--- config.mk ---
export PLATFORM = sky130hd
export DESIGN_NAME = spi_slave_fsm
export DESIGN_NICKNAME = d
export VERILOG_FILES = /design/src/rtl/spi_pkg.sv /design/src/rtl/spi_shift_out.sv /design/src/rtl/spi_slave_fsm.sv
export SDC_FILE = /design/constraint.sdc
export NUM_CORES = 1
export LEC_CHECK = 0
export CAP_MARGIN = 20
export CORE_MARGIN = 3
export CORE_UTILIZATION = 30
export CTS_CLUSTER_DIAMETER = 60
export DETAILED_ROUTE_END_ITERATION = 8
export PLACE_DENSITY_LB_ADDON = 0.08
export RECOVER_POWER = 25
export SYNTH_ARGS = -nofsm -noshare
export SYNTH_HDL_FRONTEND = slang
export SYNTH_HIERARCHICAL = 1
export SYNTH_SLANG_ARGS = --single-unit
--- constraint.sdc ---
create_clock -name clk -period 2.69 [get_ports clk]
set_input_delay 0.269 -clock clk [delete_from_list [all_inputs] [get_ports clk]]
set_output_delay 0.269 -clock clk [all_outputs]
set_load 0.05 [all_outputs]
--- src/rtl/spi_pkg.sv ---
// Shared types and constants for the SPI slave front-end.
// Read-address tracking is built only with SPI_RD_ADDR_TRACK_EN.
package spi_pkg;

  localparam int DEF_DATA_W = 8;

  function automatic int frame_w(input int dw);
    return dw + 2;
  endfunction

  localparam int FRAME_W = frame_w(DEF_DATA_W);

  localparam logic [1:0] CMD_WR_ADDR = 2'b00;
  localparam logic [1:0] CMD_WR_DATA = 2'b01;
  localparam logic [1:0] CMD_RD_ADDR = 2'b10;
  localparam logic [1:0] CMD_RD_DATA = 2'b11;

  typedef enum logic [2:0] {
    IDLE,
    CHK_CMD,
    WRITE,
    READ_ADD,
    READ_DATA,
    HOLD,
    TX
  } spi_state_e;

endpackage

--- src/rtl/spi_shift_out.sv ---
// Parallel-load, MSB-first serialiser driving MISO.
// Idle output is 0; clear drops any byte in flight.
module spi_shift_out #(
  parameter int DATA_W = 8
) (
  input  logic              clk,
  input  logic              rst_n,
  input  logic              clear,
  input  logic              load,
  input  logic [DATA_W-1:0] data,
  output logic              busy,
  output logic              done,
  output logic              sout
);

  localparam int CW = $clog2(DATA_W + 1);

  logic [DATA_W-1:0] sh;
  logic [CW-1:0]     cnt;

  always_ff @(posedge clk or negedge rst_n) begin
    if (!rst_n) begin
      sh   <= '0;
      cnt  <= '0;
      done <= 1'b0;
    end else begin
      done <= 1'b0;
      if (clear) begin
        sh  <= '0;
        cnt <= '0;
      end else if (load) begin
        sh  <= data;
        cnt <= CW'(DATA_W);
      end else if (cnt != '0) begin
        sh   <= {sh[DATA_W-2:0], 1'b0};
        cnt  <= cnt - 1'b1;
        done <= (cnt == CW'(1));
      end
    end
  end

  assign busy = (cnt != '0);
  assign sout = busy & sh[DATA_W-1];

endmodule

--- src/rtl/spi_slave_fsm.sv ---
// SPI slave front-end: MOSI frames to RAM commands, RAM read byte to MISO.
// Define SPI_RD_ADDR_TRACK_EN to split reads by the rd_addr_seen flag.
module spi_slave_fsm
  import spi_pkg::*;
#(
  parameter int DATA_W = DEF_DATA_W
) (
  input  logic              clk,
  input  logic              rst_n,
  input  logic              SS_n,
  input  logic              MOSI,
  output logic              MISO,
  output logic [DATA_W+1:0] rx_data,
  output logic              rx_valid,
  input  logic [DATA_W-1:0] tx_data,
  input  logic              tx_valid
);

  localparam int FW = frame_w(DATA_W);
  localparam int CW = $clog2(FW + 1);

  spi_state_e  state;
  logic [CW-1:0] bit_cnt;
  logic        loaded;
  logic        abort;
  logic        load;
  logic        busy;
  logic        done;
  logic [FW-1:0] frame_nxt;

`ifdef SPI_RD_ADDR_TRACK_EN
  logic        rd_addr_seen;
`endif

  assign abort     = SS_n && (state != IDLE);
  assign frame_nxt = {rx_data[FW-2:0], MOSI};
  // rx_valid high means the RAM has not yet answered; its old level is stale
  assign load = (state == TX) && !loaded && !busy
             && tx_valid && !rx_valid;

  always_ff @(posedge clk or negedge rst_n) begin
    if (!rst_n) begin
      state    <= IDLE;
      bit_cnt  <= '0;
      loaded   <= 1'b0;
      rx_data  <= '0;
      rx_valid <= 1'b0;
`ifdef SPI_RD_ADDR_TRACK_EN
      rd_addr_seen <= 1'b0;
`endif
    end else begin
      rx_valid <= 1'b0;
      if (abort) begin
        state   <= IDLE;
        bit_cnt <= '0;
        loaded  <= 1'b0;
      end else begin
        case (state)
          IDLE: begin
            if (!SS_n) begin
              state   <= CHK_CMD;
              bit_cnt <= '0;
            end
          end
          CHK_CMD: begin
            if (!MOSI) begin
              state <= WRITE;
            end else begin
`ifdef SPI_RD_ADDR_TRACK_EN
              state <= rd_addr_seen ? READ_DATA : READ_ADD;
`else
              state <= READ_ADD;
`endif
            end
          end
          WRITE, READ_ADD, READ_DATA: begin
            rx_data <= frame_nxt;
            bit_cnt <= bit_cnt + 1'b1;
            if (bit_cnt == CW'(FW - 1)) begin
              rx_valid <= 1'b1;
              bit_cnt  <= '0;
              state    <= HOLD;
`ifdef SPI_RD_ADDR_TRACK_EN
              if (state == READ_ADD) begin
                rd_addr_seen <= 1'b1;
              end
              if (state == READ_DATA) begin
                rd_addr_seen <= 1'b0;
                state        <= TX;
              end
`else
              if (frame_nxt[FW-1 -: 2] == CMD_RD_DATA) begin
                state <= TX;
              end
`endif
            end
          end
          TX: begin
            if (load) begin
              loaded <= 1'b1;
            end
            if (done) begin
              state <= HOLD;
            end
          end
          HOLD: begin
            state <= HOLD;
          end
          default: begin
            state <= IDLE;
          end
        endcase
      end
    end
  end

  spi_shift_out #(
    .DATA_W(DATA_W)
  ) u_shift_out (
    .clk  (clk),
    .rst_n(rst_n),
    .clear(abort),
    .load (load),
    .data (tx_data),
    .busy (busy),
    .done (done),
    .sout (MISO)
  );

endmodule

==> summary.txt <==
Outcome
  • Status: finished, violations left
  • Violated checks: capacitance limit, slew limit

Floorplan
  • Area of the die: 0.00665 mm2
  • Core Area: 0.00530 mm2
  • Core Rows: 26
  • IO Pins: 25
  • Die height: 81.5 um
  • Die Wd: 81.5 um
  • Starting density of the core: 32.3%

CTS
  • CTS tree: yes
  • Worst-Skew Late Latency: 280 ps
  • CTS clock-pin slew for the worst setup and hold paths: 70 ps
  • CTS H-tree lvls: 2
  • Clk root buf: clkbuf_8
  • Bufs on Longest Clock Path: 2
  • Num CTS Buffers: 5
  • Clock sink count: 32
  • Postcts setup bufs: 0

Place
  • PortBufs: 24
  • DP HPWL: 2.55 mm
  • Routability cong.: 0.742
  • Pre-CTS setup slack: 412 ps
  • Cell Area, Placed: 0.00203 mm2

Final layout
  • Final net count: 205
  • Sequential standard cell area: 801 um2
  • # fillers: 520
  • Ant diodes: 0
  • Final Cell Area: 0.00214 mm2
  • Area of the multi-input gates: 826 um2
  • Share of cells above drive strength 1: 21.8%
  • Area delta synth->final: 25.2%

Logic synthesis
  • Synth Register Bits: 32
  • Top cells by area, synth: dfrtp_1 47%, nor3_1 5.3%, mux2_4 4.4%, mux2_2 3.9%, ha_1 3.7%
  • Synth area leader: dfrtp_1
  • Post-synthesis sequential area ratio: 46.8%
  • Synth Area per Inst: 10.8 um2
  • Top cell type's share of synthesized area: 46.8%
  • Synth Warn #: 6
  • Library cells used by synthesis: 48
  • Syn nets: 177
  • Synth Flop Type: dfrtp_1
  • Post-synth EDFFs: 0
  • Netlist Area Pre-Place: 0.00171 mm2
  • Synth Instances: 159
  • Ys async rst share: 100%

Global routing
  • First-pass GRT wire length: 6.28 mm
  • Initial antenna violation count: 0
  • Gr usage total: 12.7%
  • Pin count of the biggest net entering global routing: 33
  • Grt ovf: 0
  • Vias in the first global route: 1,272

Critical path
  • Crit-path slowest cell: dfrtp_1
  • Reg2reg end: u_shift_out/sh[7]
  • Worst R2R Setup Slack: 470 ps
  • WP data required: 2840 ps
  • Maximum fanout along the worst path: 18
  • CP peak stage delay: 400 ps
  • Reg2reg start: u_shift_out/cnt[0]
  • WP data arrival: 2370 ps
  • Crit. End Element: flip-flop
  • CP Launch Type: flip-flop
  • Crit-path cells: inv_1 > ha_1 > nor3b_4 > inv_2 > nor4_2 > buf_4 > clkinv_1 > nor2_1 > a2111oi_2
  • Crit Path Category: flip-flop to flip-flop
  • Reg2Reg Depth: 9

Hold path
  • Hold Startpoint: tx_data[0]
  • Hold crit path type: input port to flip-flop
  • Hold-critical path depth: 3
  • Worst min-delay path endpoint: u_shift_out/sh[0]

STA
  • Post-layout min period: 2220 ps
  • Final Hold Vio Count: 0
  • Final TNS setup: 0 ps
  • Final Max Tran Viols: 33
  • Hold Slack: 527 ps
  • Skew final: 5.89 ps
  • Period utilization: 82.6%
  • Peak Freq: 0.450 GHz
  • Max-slew headroom: -15.1%
  • Measured slew at the worst slew-check pin: 1730 ps
  • # setup viols final: 0
  • Final worst slack: 469 ps
  • RSZ-0062 raised after global routing: false

Routing
  • Via count: 1,310
  • ANT nets after route: 0
  • Pre-antenna DRT Iters: 4
  • Via density per instance: 5.08
  • Total Routed Length: 3.60 mm
  • Initial DRC count: 63
  • DRC viols: 0
  • Avg WL per Cell: 14.0 um

Pwr
  • Pwr Total: 2210 uW
  • Leak Pwr: 0.000907 uW
  • Pwr dens: 1030 mW/mm2
  • Peak supply drop: 0.666 mV

Job
  • Max-cap violation count: 1
-- synthesized netlist by cell type, drive strengths merged, types with 2 or more instances --
cell type / n
a2111oi: 3
a21oi: 6
and2: 2
buf: 5
clkbuf: 3
dfrtp: 32
ha: 5
inv: 10
mux2: 11
mux2i: 2
nand2: 11
nand2b: 3
nand3: 4
nor2: 13
nor2b: 2
nor3: 18
nor4: 6
o21ai: 4
o22ai: 2
o32ai: 2
-- worst max-delay path by stage --
stage | from | endpoint | depth (start not counted)
after detailed placement | u_shift_out/cnt[0] | MISO | 6
after floorplan | u_shift_out/cnt[0] | u_shift_out/sh[4] | 10
after global routing | u_shift_out/cnt[0] | u_shift_out/sh[3] | 9
after CTS | u_shift_out/cnt[0] | MISO | 6
final | u_shift_out/cnt[0] | u_shift_out/sh[7] | 9
after global placement | u_shift_out/cnt[0] | MISO | 6
-- per-stage QoR --
| step | utilization (%) | cells |
|---|---|---|
| CTS | 40.4 | 258 |
| detailed placement | 38.3 | 250 |
| global placement | 38.3 | 250 |
| finish | 40.4 | 258 |
| floorplan | - | 159 |
| global route | 40.4 | 258 |
-- layer usage --
metal	vias up	track usage, %	routed length, um
met5	-	0	0
met4	0	4.05	63
met3	9	5.26	210
met2	40	19.1	1660
met1	640	16.5	1670
li1	621	-	-
-- critical path: cells and delay by family, from the launching register on --
family	cells	cell delay, ps
compound gates	1	60
fa+ha+maj	1	190
buf+inv	4	780
flops	1	400
simple gates	3	640
-- cell type report --
cell class,instances,area share [%]
clock buffer,5,3.21
clock inverter,3,1.98
inverter,11,1.93
multi-input combinational,108,38.5
sequential,32,37.4
tap,70,4.09
timing repair buffer,29,12.9
-- registers in the layout, summed over array words and instances (netlist names) --
signal	cells
u_shift_out/sh	8
u_shift_out/done	1
rx_data	10
bit_cnt	4
rx_valid	1
state	3
u_shift_out/cnt	4
loaded	1
-- power by group --
group          internal [uW]  total, uW  switching (uW)  leakage (uW)
Clock                    274        463             189     0.0000541
Sequential               629        756             127      0.000423
Combinational            423        988             565      0.000430
Total                   1330       2210             881      0.000907
-- placed cells by master (no fill, tap or decap), types with 2 or more instances in the layout --
cell             synthesis  layout
a2111oi_2                2       2
a21oi_1                  3       3
a21oi_2                  2       2
buf_4                    1       4
clkbuf_8                 0       5
clkdlybuf4s50_1          0      22
dfrtp_1                 32      32
ha_1                     5       5
inv_1                    9       9
mux2_2                   6       6
mux2_4                   5       5
mux2i_1                  2       2
nand2_1                 10      10
nand2b_1                 3       3
nand3_1                  4       4
nor2_1                  13      13
nor2b_1                  2       2
nor3_1                  18      18
nor4_1                   6       5
o21ai_0                  2       2
o21ai_2                  2       2
-- logic make-up (layout without fill, tap and decap cells) --
kind of cell	count (synthesis)	in the layout	synth area share (%)
muxes	13	13	9.50
AOI/OAI and AO/OA	22	22	12.9
adders and majority gates	5	5	3.65
xor gates and xnor gates	2	2	1.02
and+or+nand+nor	66	66	20.8
DFF	32	32	46.8
buffers and inverters	19	48	5.34
-- what timing repair did --
item,in CTS,in global routing
setup endpoints to repair,0,1
hold buffers,0,0
gates resized for setup,0,1
(Power assumes the default switching activity.)
